**src/rtl/tick_gen_ctrl.sv**
```systemverilog
// Clock-enable generator and run controller for a 4-bit loadable down-counter.
// Optional strobe counter on tick_cnt is built when TICK_CNT_EN is defined.
module tick_gen_ctrl #(
    parameter int DIV_W  = 16,
    parameter int TCNT_W = 16
) (
    input  logic              clk,
    input  logic              r,
    input  logic [DIV_W-1:0]  div,
    input  logic              start,
    input  logic              stop,
    input  logic              oneshot,
    input  logic              tc_in,
    output logic              ld,
    output logic              ce_out,
    output logic              run,
    output logic              done,
    output logic              wrap,
    output logic [TCNT_W-1:0] tick_cnt
);

    typedef enum logic [1:0] {
        S_IDLE = 2'd0,
        S_LOAD = 2'd1,
        S_RUN  = 2'd2,
        S_DONE = 2'd3
    } state_t;

    localparam logic [DIV_W-1:0] CNT_ONE = {{(DIV_W-1){1'b0}}, 1'b1};

    state_t           state_reg, state_next;
    logic [DIV_W-1:0] cnt_reg;
    logic [DIV_W-1:0] div_l_reg;
    logic             cnt_zero;
    logic             strobe;

    assign cnt_zero = (cnt_reg == '0);

    always_ff @(posedge clk) begin
        if (r) begin
            state_reg <= S_IDLE;
            cnt_reg   <= '0;
            div_l_reg <= '0;
        end else begin
            state_reg <= state_next;
            case (state_reg)
                S_LOAD: begin
                    div_l_reg <= div;
                    cnt_reg   <= div;
                end
                // Prescaler wraps back to the latched divisor, giving div_l+1 cycle spacing
                S_RUN:   cnt_reg <= cnt_zero ? div_l_reg : (cnt_reg - CNT_ONE);
                default: cnt_reg <= cnt_reg;
            endcase
        end
    end

    always_comb begin
        state_next = state_reg;
        case (state_reg)
            S_IDLE: if (start && !stop) state_next = S_LOAD;
            S_LOAD: state_next = stop ? S_IDLE : S_RUN;
            S_RUN: begin
                if (stop)                   state_next = S_IDLE;
                else if (oneshot && tc_in)  state_next = S_DONE;
            end
            S_DONE: begin
                if (stop)       state_next = S_IDLE;
                else if (start) state_next = S_LOAD;
            end
            default: state_next = S_IDLE;
        endcase
    end

    always_comb begin
        ld     = (state_reg == S_LOAD);
        run    = (state_reg == S_RUN);
        done   = (state_reg == S_DONE);
        // Suppressing the strobe at terminal count in one-shot keeps the counter parked at zero
        strobe = (state_reg == S_RUN) && cnt_zero && !stop && !(oneshot && tc_in);
        ce_out = strobe;
        wrap   = strobe && tc_in;
    end

`ifdef TICK_CNT_EN
    logic [TCNT_W-1:0] tick_cnt_reg;
    localparam logic [TCNT_W-1:0] TICK_ONE = {{(TCNT_W-1){1'b0}}, 1'b1};

    always_ff @(posedge clk) begin
        if (r || state_reg == S_LOAD) begin
            tick_cnt_reg <= '0;
        end else if (strobe && (tick_cnt_reg != '1)) begin
            tick_cnt_reg <= tick_cnt_reg + TICK_ONE;
        end
    end

    assign tick_cnt = tick_cnt_reg;
`else
    assign tick_cnt = '0;
`endif

endmodule
```
**config.mk**
```make
export PLATFORM = sky130hd
export DESIGN_NAME = tick_gen_ctrl
export DESIGN_NICKNAME = d
export VERILOG_FILES = /design/src/rtl/tick_gen_ctrl.sv
export SDC_FILE = /design/constraint.sdc
export NUM_CORES = 1
export LEC_CHECK = 0
export ABC_AREA = 1
export BUFFER_PORTS_ARGS = -buffer_cell sky130_fd_sc_hd__buf_2
export CAP_MARGIN = 5
export CORE_MARGIN = 2
export CORE_UTILIZATION = 45
export DETAILED_ROUTE_END_ITERATION = 7
export PLACE_DENSITY_LB_ADDON = 0.2
export SLEW_MARGIN = 20
export SYNTH_ARGS = -nofsm -noshare
export SYNTH_HDL_FRONTEND = slang
export SYNTH_SLANG_ARGS = --single-unit
```
**constraint.sdc**
```tcl
create_clock -name clk -period 2.84 [get_ports clk]
set_input_delay 0.142 -clock clk [delete_from_list [all_inputs] [get_ports clk]]
set_output_delay 0.142 -clock clk [all_outputs]
set_load 0.01 [all_outputs]
```
# Word level (Yosys, flattened, before mapping)

Cells that the tools add are included.

Flip-flop bits (word level): 34
Bits in latches: 0
RAM bits: 0
Memory bits (read-only): 0
Input bits: 22
Output and inout bits: 21
Memories kept: 0

Add/subtract/negate cells: 1
$mul: 0
Div/mod/pow operators: 0
Order comparisons: 0
Eq/ne operators: 6
Shift operators: 0
Multiplexer cells: 9
Bitwise operators: 0
Reductions and logical operators: 12

Operators with widths:

| kind                                                                 | number |
|---|---|
| 16-bit case mux with 2 select lines                                  | 1 |
| 16-bit zero test                                                     | 1 |
| 16-bit 2-to-1 mux                                                    | 1 |
| 16-bit by 1-bit subtractor with 16-bit output, second input constant | 1 |
| 2-bit 2-to-1 mux                                                     | 6 |
| 2-bit case mux with 4 select lines                                   | 1 |
| 1-bit logical AND                                                    | 6 |
| 2-bit == test, second input constant                                 | 2 |
| 3-bit by 2-bit != test with 1-bit output, second input constant      | 1 |
| 3-bit != test, second input constant                                 | 1 |
| 3-bit AND reduction                                                  | 1 |
| 2-bit by 1-bit == test with 1-bit output, second input constant      | 1 |
| 1-bit zero test                                                      | 2 |
| 2-bit zero test                                                      | 1 |
| 2-bit != test, second input constant                                 | 1 |
| 2-bit nonzero test                                                   | 1 |

# Longest topological paths before layout

Gate-level depths: netlist of the first run.

Word-level depth: 5
Mapped depth: 11
Gate-level depth less buffers: 11

# Least setup slack after synthesis of the first run

OpenSTA, ideal clock, no wires.

Kind: register to register
Start point: register state_reg[0]
End point: register cnt_reg[10]
Library setup time: 0.122 ns
Arrival time: 1.469 ns
Required time: 2.718 ns
Slack: 1.249 ns
Stages on the path, launching flop included: 8
Clock period less this slack: 1.591 ns
Path through: dfxtp_1 inv_1 ha_1 buf_2 clkinv_1 clkbuf_1 a21oi_1 a21oi_2

Cells in the longest elaborated chain, start to end: 2
Elaborated cells between the ends (all ways): 4

RTL lines:

| what                                                                      | RTL line | source |
|---|---|---|
| from (decl)                                                               | 31       | `state_t state_reg, state_next;` |
| from (signal assigned)                                                    | 45       | `state_reg <= state_next;` |
| 2-bit == test (*)                                                         | n/a      |  |
| net run                                                                   | 16       | `output logic run,` |
| 16-bit case mux with 2 select lines or 2-bit nonzero test (tied branches) | n/a      |  |
| to (signal assigned)                                                      | 49       | `cnt_reg <= div;` |
| to (signal assigned)                                                      | 52       | `S_RUN: cnt_reg <= cnt_zero ? div_l_reg : (cnt_reg - CNT_ONE);` |
| to (signal assigned)                                                      | 53       | `default: cnt_reg <= cnt_reg;` |
| to (decl)                                                                 | 32       | `logic [DIV_W-1:0] cnt_reg;` |

The timed path passes the listed nets; every way through them passes the cells marked *.
A chain may end at the register's enable or synchronous reset.

# Worst setup path after layout of the first run

Start point: register state_reg[0]
End point: register state_reg[1]

Cells in the longest elaborated chain, start to end: 3
Elaborated cells between the ends (all ways): 9

RTL lines:

| what                                                                              | RTL line | source |
|---|---|---|
| 2-bit == test or 2-bit zero test (tied branches)                                  | 60       | `case (state_reg)` |
| 3-bit by 2-bit != test with 1-bit output (no source line) (tied with other cells) | n/a      |  |
| 3-bit AND reduction (no source line)                                              | n/a      |  |

Several ways; a longest one is shown, not always the timed one.

==> impl_metrics.json, run 1 <==
{
  "cp_slowest_cell": "clkinv_1",
  "cp_top_family": "buffers and inverters",
  "path_cells": "inv_1, ha_1, buf_4, clkinv_1, a21oi_1, a21oi_1, a211oi_1",
  "path_buf_inv": 3,
  "post-synth-top-count-cell": "nand2_1",
  "dieArea_mm2": 0.005828,
  "first_iter_violations": 97,
  "synthTopCellsByArea": "dfxtp_1 29%, nand2_1 11%, a21oi_1 8.7%, o21ai_0 8.3%, inv_1 6.2%",
  "synth_top_area_frac": 0.2891,
  "worstPathMaxFanout": 19,
  "pwr_density_cell_mw_per_mm2": 1135,
  "routedWlPerCell_um": 12.79,
  "clkTransAtPathRegs_ns": 0.06,
  "wl_um": 5756,
  "drt_pass1_iterations": 5,
  "stdcell_count": 450,
  "crit_arrival_ns": 2.21,
  "critPathLaunchType": "flip-flop",
  "vias_per_cell": 4.953,
  "cp_common_cell": "a21oi_1",
  "ys_warn_count": 0,
  "cts_tree": "yes",
  "cts-root-buf": "clkbuf_8",
  "leakage_nw": 1.184,
  "period_minus_slack_ns": 2.026,
  "r2r_slack_ns": 0.81,
  "async_flop_share": 0,
  "hold_violations": 0,
  "core_mm2": 0.005075,
  "post_cts_resized": 0,
  "gp_congestion": 0.8706,
  "yosys.area.top_type": "dfxtp_1",
  "antenna_found_initial": 0,
  "path_class": "reg -> reg",
  "io_buffers": 26,
  "cap_violations": 0,
  "ant_nets": 0,
  "status": "completed",
  "rsz0062_at_grt": "no",
  "numCtsBuffers": 5,
  "diodes": 0,
  "num_vias": 2229,
  "drc": 0,
  "skew_ns": 0.003468,
  "grt_pass1_vias": 2028,
  "synth_seq_area_share": 0.2891,
  "hpwl_um": 4225,
  "cts_hold_buffers": 0,
  "max_freq_mhz": 493.7,
  "synthTopCellsByCount": "69 x nand2_1, 41 x a21oi_1, 39 x inv_1, 39 x o21ai_0, 34 x dfxtp_1",
  "die_h_um": 76.34,
  "ir_drop_v": 0.0005458,
  "fin_util": 0.5054,
  "start_util": 0.4640,
  "overflow": 0,
  "ys_ff_latch": 34,
  "finalSetupViolCount": 0,
  "postSynthCellCount": 356,
  "min_period_over_period": 0.7133,
  "worst_hold_path_type": "in -> reg",
  "dp.cells": 444,
  "critPathRequiredTime_ns": 3.03,
  "cts_max_level": 2,
  "fin_tns_setup_ns": 0,
  "worst_slew_pin_slew_ns": 0.8589,
  "grt_use_total": 0.2032,
  "clk_path_buf_depth": 2,
  "num_rows": 26,
  "cpPeakStageDelay_ns": 0.50,
  "synth-edff-count": 0,
  "cts_sinks": 34,
  "finalNetCount": 410,
  "synthesis.area_mm2": 0.002355,
  "grt_pass1_wl_um": 9570,
  "stdcell_area_mm2": 0.002565,
  "drive_gt1_frac": 0.1632,
  "place_area_mm2": 0.002482,
  "ioPinCount": 43,
  "holdWs_ns": 0.03999,
  "clkLatencyLatePin_ns": 0.27,
  "fp.dieW_um": 76.34,
  "area_delta_synth_final_pct": 8.927,
  "synthFlopType": "dfxtp_1",
  "grt_max_degree": 34,
  "max-slew-margin-rel": 0.4268,
  "ys_types": 29,
  "synth.avg_cell_area_um2": 6.614,
  "slew_viol_final": 0,
  "crit_path_end_kind": "flip-flop",
  "post_cts_buffers": 0
}
==> cell families after synthesis <==
group | Yosys count | synth area share
AND/OR/NAND/NOR | 157 | 0.3342
other | 1 | 0.001593
buffers and inverters | 69 | 0.1403
XOR/XNOR | 1 | 0.003720
AO/OA/AOI/OAI | 87 | 0.1939
flip-flops | 34 | 0.2891
adder cells (fa/ha/maj) | 7 | 0.03719
==> path summary, 6_finish.rpt <==
check	depth (start not counted)	to	from
hold reg to reg	2	div_l_reg[15]	div_l_reg[15]
setup / recovery	7	state_reg[1]	state_reg[0]
setup reg to reg	7	state_reg[1]	state_reg[0]
hold / removal	2	state_reg[1]	r
==> layout by cell type (no fill, tap or decap), drive strengths merged <==
master,instances
clkbuf,6
nand3,28
nor3,1
conb,16
a211oi,1
xor2,1
dfxtp,34
inv,41
ha,7
clkinv,2
o21ai,40
nor3b,1
a21oi,46
buf,29
nor2,40
nand3b,3
nand4,10
nand2,74
==> metrics by stage <==
step	setup slack, ns	power [mW]
2_1_floorplan	1.249	2.185
3_3_place_gp	0.9224	2.531
3_5_place_dp	0.8882	2.551
4_1_cts	0.8101	2.909
5_1_grt	0.6452	3.195
6_report	0.8143	2.911
==> cell type report <==
| cell class | count | area, µm² |
|---|---|---|
| well taps | 70 | 87.58 |
| inverters | 43 | 161.4 |
| fillers | 577 | 2510 |
| flip-flops and latches | 34 | 680.7 |
| clock buffers | 6 | 82.58 |
| repair buffers | 29 | 152.6 |
| multi-input cells | 268 | 1400 |
==> where the power goes <==
part	switching [mW]	internal (mW)	leakage [nW]
Clock	0.158	0.187	0.0431
Sequential	0.156	0.666	0.281
Combinational	1.19	0.556	0.860
Total	1.50	1.41	1.18
==> per-layer routing <==
layer	GRT usage	vias up	share of wire
met3	0.04621	4	0.032
li1	-	1188	-
met2	0.3469	44	0.49
met4	0.05818	0	0.0099
met1	0.2561	993	0.47
met5	0	-	0
(Power assumes the default switching activity.)
==> run 2: changes to the inputs <==
- clock period: 2.84 -> 1.8 ns (I/O delays scaled with it)
==> run 2 against run 1 <==
Power grew 63%. Core utilization is 1.4 points higher. Die area did not move. Largest cell class unchanged. Clock power is 69% higher. Sequential share of layout area is 0.72 points lower. Non-clock buffer count up 7. Wire length is 1.5% higher. Clock skew decreased by 0.0023 ns. Cell count grew 2.0%. Combinational power rose by 64%. Sequential cell count unchanged. Worst hold slack better by 0.0032 ns.
==> impl_metrics.json, run 2 (synthesis results as in run 1) <==
{
  "cpPeakStageDelay_ns": 0.33,
  "path_class": "reg -> out",
  "path_cells": "inv_1, ha_2, nand2_1, nor2_4, nand3_4, nor3b_1, buf_2",
  "num_vias": 2273,
  "period_minus_slack_ns": 1.657,
  "cts_sinks": 34,
  "seq_power_share": 0.275,
  "max_freq_mhz": 603.4,
  "comb_power_share": 0.602,
  "cap_violations": 0,
  "clockPowerShare": 0.123,
  "hold_violations": 0,
  "final_common_cell": "nand2_1",
  "hpwl_um": 4461,
  "ant_nets": 0,
  "wl_um": 5844,
  "clkTransAtPathRegs_ns": 0.07,
  "seq_area_um2": 680.7,
  "p_int_mw": 2.312,
  "cts_max_level": 2,
  "finalSetupViolCount": 0,
  "cp_slowest_cell": "dfxtp_1",
  "fp.dieW_um": 76.34,
  "worst_slew_pin_slew_ns": 0.5144,
  "first_iter_violations": 91,
  "gp_congestion": 0.8737,
  "netSwitchingFraction": 0.5113,
  "worstPathMaxFanout": 6,
  "area_delta_synth_final_pct": 11.96,
  "crit_arrival_ns": 1.57,
  "max-slew-margin-rel": 0.6567,
  "overflow": 0,
  "finalNetCount": 417,
  "multi_input_area_mm2": 0.001403,
  "vias_per_cell": 4.952,
  "diodes": 0,
  "slew_viol_final": 0,
  "grt_use_total": 0.2127,
  "cts_tree": "yes",
  "io_buffers": 26,
  "rsz0062_at_grt": "no",
  "dp.cells": 448,
  "holdWs_ns": 0.04314,
  "worst_hold_path_type": "in -> reg",
  "drt_pass1_iterations": 4,
  "skew_ns": 0.001211,
  "switching_power_mw": 2.419,
  "critPathLaunchType": "flip-flop",
  "crit_path_end_kind": "primary output",
  "total_power_mw": 4.730,
  "status": "completed",
  "drc": 0,
  "nFillCells": 573,
  "routedWlPerCell_um": 12.73,
  "clkLatencyLatePin_ns": 0.28,
  "core_mm2": 0.005075,
  "min_period_over_period": 0.9207,
  "start_util": 0.4640,
  "ir_drop_v": 0.001216,
  "grt_max_degree": 34,
  "dieArea_mm2": 0.005828,
  "grt_pass1_wl_um": 10100,
  "drive_gt1_frac": 0.1825,
  "die_h_um": 76.34,
  "num_rows": 26,
  "grt_pass1_vias": 2174,
  "clk_path_buf_depth": 2,
  "pwr_density_cell_mw_per_mm2": 1794,
  "fin_tns_setup_ns": 0,
  "leakage_nw": 1.220,
  "antenna_found_initial": 0,
  "numCtsBuffers": 5,
  "final_cell_mix": "69 x nand2_1, 41 x a21oi_1, 39 x o21ai_0",
  "cts-root-buf": "clkbuf_8",
  "ioPinCount": 43,
  "critPathRequiredTime_ns": 1.71,
  "stdcell_count": 459
}
## run 2: final timing paths
kind	slack, ns	startpoint	endpoint	cells past startpoint
hold reg to reg	0.47	div_l_reg[15]	div_l_reg[15]	2
setup / recovery	0.14	cnt_reg[1]	wrap	7
setup reg to reg	0.23	state_reg[0]	cnt_reg[10]	6
hold / removal	0.04	div[2]	div_l_reg[2]	3
## run 2: area by class of cell
type / instances / area share
sequential: 34 / 0.2582
inverter: 43 / 0.06312
multi-input combinational: 268 / 0.5320
tap: 70 / 0.03322
timing repair buffer: 36 / 0.07878
clock buffer: 7 / 0.03275
clock inverter: 1 / 0.001898
## run 2: routing by layer
| layer | vias up | part of all wire | track usage |
|---|---|---|---|
| met5 | - | 0 | 0 |
| met4 | 0 | 0.022 | 0.07273 |
| met3 | 12 | 0.045 | 0.03436 |
| met2 | 64 | 0.48 | 0.3681 |
| met1 | 1000 | 0.45 | 0.2680 |
| li1 | 1197 | - | - |
## run 2: power by group through the flow
stage	combinational (mW)	clock [mW]	sequential, mW
2_1_floorplan	2.21	0	1.24
3_3_place_gp	2.73	0	1.31
3_5_place_dp	2.78	0	1.31
4_1_cts	2.81	0.602	1.29
5_1_grt	3.27	0.626	1.33
6_report	2.85	0.584	1.30
## run 2: critical path: cells and delay by family, from the launching register on
family / cells / cell delay (ns)
adders and majority gates: 1 / 0.20
buffers and inverters: 2 / 0.24
DFF: 1 / 0.33
and+or+nand+nor: 4 / 0.52
## run 2: through the flow
stage            util  cell area, µm²  setup WS (ns)
6_report       0.5195            2636         0.1427
3_5_place_dp   0.4951            2512         0.1997
3_3_place_gp   0.4951            2512         0.2477
2_1_floorplan       -            2411         0.2093
4_1_cts        0.5165            2621        0.01488
5_1_grt        0.5195            2636       0.002194
## run 2: timing repair
action                                 4_1_cts  5_1_grt
resized for setup                            0        4
hold buffers                                 1        0
setup endpoints to repair                    2        2
pin swaps                                    1        0
setup buffers                                1        1
endpoints found under the hold margin        1        0
